### config.mk
export PLATFORM = sky130hd
export DESIGN_NAME = tim_apb_ctrl
export DESIGN_NICKNAME = d
export VERILOG_FILES = /design/src/rtl/tim_apb_ctrl.sv
export SDC_FILE = /design/constraint.sdc
export NUM_CORES = 1
export LEC_CHECK = 0
export CAP_MARGIN = 20
export CORE_MARGIN = 2
export CORE_UTILIZATION = 36
export CTS_CLUSTER_DIAMETER = 60
export DETAILED_ROUTE_END_ITERATION = 16
export GPL_ROUTABILITY_DRIVEN = 0
export PLACE_DENSITY = 0.95
export SYNTH_ARGS = -nofsm -noshare
export SYNTH_HDL_FRONTEND = slang
export SYNTH_SLANG_ARGS = --single-unit
### constraint.sdc
create_clock -name sys_clk -period 2.2 [get_ports sys_clk]
set_input_delay 0.33 -clock sys_clk [delete_from_list [all_inputs] [get_ports sys_clk]]
set_output_delay 0.33 -clock sys_clk [all_outputs]
set_load 0.05 [all_outputs]
### src/rtl/tim_apb_ctrl.sv
// APB slave transfer controller for the timer register bank: turns APB transfers into single-cycle rd_en/wr_en strobes.
// Optional byte-strobe support (tim_pstrb, read-modify-write on partial strobes) is enabled by TIM_APB_PSTRB_EN.
module tim_apb_ctrl #(
  parameter int unsigned WAIT_CYCLES = 0,
  parameter logic [11:0] ADDR_MAX    = 12'h01C
) (
  input  logic        sys_clk,
  input  logic        sys_rst,
  input  logic        tim_psel,
  input  logic        tim_penable,
  input  logic        tim_pwrite,
  input  logic [11:0] tim_paddr,
  input  logic [31:0] tim_pwdata,
`ifdef TIM_APB_PSTRB_EN
  input  logic [3:0]  tim_pstrb,
`endif
  output logic        tim_pready,
  output logic        tim_pslverr,
  output logic [31:0] tim_prdata,
  output logic        rd_en,
  output logic        wr_en,
  output logic [11:0] reg_paddr,
  output logic [31:0] reg_wdata,
  input  logic [31:0] reg_rdata
);

  typedef enum logic [1:0] {IDLE, WAIT, DONE} state_t;

  // Last counter value before DONE; unused when there are no wait states.
  localparam logic [3:0] CNT_LAST = 4'((WAIT_CYCLES == 0) ? 0 : WAIT_CYCLES - 1);

  state_t      state, state_d;
  logic [3:0]  cnt, cnt_d;
  logic        ld;
  logic [11:0] paddr_q;
  logic [31:0] wdata_q;
  logic        write_q;
  logic        err_q;
  logic        setup;
  logic        fire;
  logic        ok;
`ifdef TIM_APB_PSTRB_EN
  logic [3:0]  strb_q;
  logic        rmw;
  logic [31:0] merged;
`endif

  assign setup = tim_psel & ~tim_penable;

  always_ff @(posedge sys_clk) begin
    if (sys_rst) begin
      state   <= IDLE;
      cnt     <= '0;
      paddr_q <= '0;
      wdata_q <= '0;
      write_q <= 1'b0;
      err_q   <= 1'b0;
`ifdef TIM_APB_PSTRB_EN
      strb_q  <= '0;
`endif
    end else begin
      state <= state_d;
      cnt   <= cnt_d;
      if (ld) begin
        paddr_q <= tim_paddr;
        wdata_q <= tim_pwdata;
        write_q <= tim_pwrite;
        err_q   <= (tim_paddr[1:0] != 2'b00) | (tim_paddr > ADDR_MAX);
`ifdef TIM_APB_PSTRB_EN
        strb_q  <= tim_pstrb;
`endif
      end
    end
  end

  // Access phase seen in IDLE (no preceding setup) is ignored.
  always_comb begin
    state_d = state;
    cnt_d   = cnt;
    ld      = 1'b0;
    case (state)
      IDLE: begin
        if (setup) begin
          ld      = 1'b1;
          cnt_d   = '0;
          state_d = (WAIT_CYCLES > 0) ? WAIT : DONE;
        end
      end
      WAIT: begin
        if (!tim_psel)             state_d = IDLE;
        else if (cnt == CNT_LAST)  state_d = DONE;
        else                       cnt_d   = cnt + 4'd1;
      end
      DONE:    state_d = IDLE;
      default: state_d = IDLE;
    endcase
  end

  always_comb begin
    fire        = (state == DONE) & tim_psel & tim_penable & ~sys_rst;
    ok          = fire & ~err_q;
    tim_pready  = fire;
    tim_pslverr = fire & err_q;
    tim_prdata  = (ok & ~write_q) ? reg_rdata : 32'h0;
    reg_paddr   = sys_rst ? 12'h0 : paddr_q;
`ifdef TIM_APB_PSTRB_EN
    // Partial strobes merge unselected bytes from the current register value.
    rmw    = ok & write_q & ~(&strb_q) & (|strb_q);
    merged = '0;
    for (int i = 0; i < 4; i++)
      merged[8*i +: 8] = strb_q[i] ? wdata_q[8*i +: 8] : reg_rdata[8*i +: 8];
    rd_en     = (ok & ~write_q) | rmw;
    wr_en     = ok & write_q & (|strb_q);
    reg_wdata = sys_rst ? 32'h0 : (rmw ? merged : wdata_q);
`else
    rd_en     = ok & ~write_q;
    wr_en     = ok & write_q;
    reg_wdata = sys_rst ? 32'h0 : wdata_q;
`endif
  end

endmodule
==> metrics <==
initial antenna violation count 0; Multi-input gate area 962 um^2; DR vias about 2100; Slew HR 66.4%; total track usage 21.4%; syn avg cell area 10.3 um^2; FILL cells 387; top post-synthesis cells by area dfxtp_1, o22a_1, nor2b_1; Internal about 1.4 mW; hold_buf cts 0; Remaining Overflow, GRT 0; Psw 549 uW; Pwr Density 486 nW/um^2; vias per cell about 5; # H-tree levels 2; Post-Syn Nets 279; synthesis-to-layout area growth 95.8%; synth unique cells 19; pin count of the biggest net entering global routing 48; Syn Std Cell Area a little over 2000 um^2; register area share after synthesis approximately 46%; top-area cell type share of the netlist area between 40% and 50%; Flop pwr share 47.9%; layout cells sized above 1 27.6%; worst vdd ir 490 uV; nets 435; antenna-violating nets left 0; clock share of power 25.0%; Post-CTS Setup Bufs 0; root buf cell clkbuf_8; clock buffer depth 2; Rows 27; final wirelength about 6.9 mm; WS Path Type primary input to primary output; post_cts resized 0; Yosys top cell by area dfxtp_1; #FFs+latches synth 47; crit end category primary output; die height 79.2 um; sw frac 28.3%; Ys Warns 0; placed cell count 419; fin crit share 96.3%; vias in the first global route 2164; TNS Setup 0 ns; cell count after synthesis 198; startpoint types primary input; Top Ports 161; CP Max Fanout 33; met2 wire len 3.71 mm; fin crit period 2.12 ns; CTS Sinks between 40 and 50; Avg WL per Cell 16.1 um; worst skew pair latency 0.29 ns; clock-pin slew on the worst setup and hold paths 0.08 ns; Static Leak 1.73 nW; max cap viols 0; worst slew pin tran between 0.5 and 0.6 ns; ANT cells 0; RSZ-0062 raised after global routing no; Clock Skew about 0.0019 ns; combinational power share 27.2%; PortBufs 160; residual DRC count 0; 1st-pass router iterations 4; Die Width slightly below 80 um; Post-DP HPWL 5.39 mm; Met1 Wirelength 2.53 mm; fin cells ~430; Slew Viols, Final 0; Core ar. 5470 um^2; final setup fails 0; Critical Path RT 1.87 ns; register area between 900 and 1000 um^2; final hold violation count 0; met3 WL between 500 and 600 um; Hold WC Path Type register to register; Crit path arrival time around 1.8 ns; Max Fclk 0.472 GHz; status finished, final reports clean; top sig layer met4; DRT iter0 DRCs 74; CTS tree done; clock buffer count from CTS 5; die area 6280 um^2; first-pass GRT wire length 10.4 mm; Starting Density between 30 and 40%
[flip-flops by register name, summed over array words and instances (netlist names)]
register  flops
err_q         1
state         1
wdata_q      32
write_q       1
paddr_q      12
[power groups by stage]
stage                     Sequential, mW  Combinational (mW)  Clock [mW]
after floorplan                    0.944               0.289           0
after global placement             0.946               0.516           0
after detailed placement           0.949               0.529           0
after CTS                          0.929               0.531       0.501
after global routing               0.937               0.557       0.537
final                              0.929               0.527       0.484
[per-stage QoR]
step	setup WS [ns]	utilization, %	cell area, um^2	hold WS [ns]	power, mW
floorplan	0.288	-	2040	0.471	1.23
global placement	0.136	71.4	3910	0.513	1.46
detailed placement	0.0822	71.4	3910	0.547	1.48
CTS	0.0688	72.9	3990	0.559	1.96
global route	0.00162	72.9	3990	0.599	2.03
finish	0.0807	72.9	3990	0.549	1.94
[layout make-up]
cell class / count / area share (%)
repair buffers: 166 / 47.7
multi-input cells: 132 / 24.1
well taps: 72 / 2.26
flip-flops and latches: 47 / 23.6
inverters: 2 / 0.188
clock inverters: 3 / 0.376
clock buffers: 5 / 1.73
[cells by family after synthesis]
| family | Yosys count | synth area share (%) |
|---|---|---|
| and+or+nand+nor | 86 | 27.4 |
| DFF | 47 | 46.2 |
| AOI/OAI and AO/OA | 45 | 19.3 |
| buffers and inverters | 19 | 6.57 |
| muxes | 1 | 0.491 |
[cell usage in the layout, fill, tap and decap left out]
| cell | count |
|---|---|
| clkdlybuf4s50_1 | 79 |
| buf_4 | 49 |
| dfxtp_1 | 47 |
| nor2b_1 | 44 |
| o22a_1 | 44 |
| buf_12 | 37 |
| and2_1 | 32 |
| clkbuf_8 | 5 |
| clkinv_2 | 3 |
| inv_1 | 2 |
| nor2_1 | 2 |
| nand4b_1 | 1 |
| nor3_2 | 1 |
| and3_1 | 1 |
| or3b_4 | 1 |
| nor2_8 | 1 |
| mux2i_1 | 1 |
| or4_1 | 1 |
| nor3_1 | 1 |
| nor4_1 | 1 |
| a221oi_1 | 1 |
| buf_2 | 1 |
[worst max-delay path, stage by stage]
cell,delay [ns]
clkdlybuf4s50_1,0.50
nand4b_1,0.18
nor3_2,0.22
buf_12,0.20
and2_1,0.21
buf_12,0.15
[per-layer routing]
metal  global-route usage [%]  up-vias
li1                         -     1000
met1                     21.6      950
met2                     42.2      117
met3                     6.14        8
met4                     6.03        0
met5                        0        -
[worst paths after layout]
kind	slack, ns	endpoint	cells past startpoint	startpoint
worst min register to register	0.55	err_q$_SDFFE_PP0P_	2	err_q$_SDFFE_PP0P_
worst min-delay path	0.55	err_q$_SDFFE_PP0P_	2	err_q$_SDFFE_PP0P_
worst max register to register	0.68	wdata_q[21]$_SDFFE_PP0P_	4	state[1]$_SDFFE_PP0P_
worst max-delay path	0.08	tim_prdata[26]	6	tim_penable
[cell usage after synthesis]
master,number
or4_1,1
clkbuf_1,7
nor3_1,1
nor3_2,1
nor2_1,2
buf_2,2
o22a_1,44
buf_6,8
mux2i_1,1
and3_1,1
nor2_8,1
and2_1,32
nand4b_1,1
nor2b_1,44
nor4_1,1
inv_1,2
a221oi_1,1
or3b_4,1
dfxtp_1,47
Power figures use the tool's default switching activity.
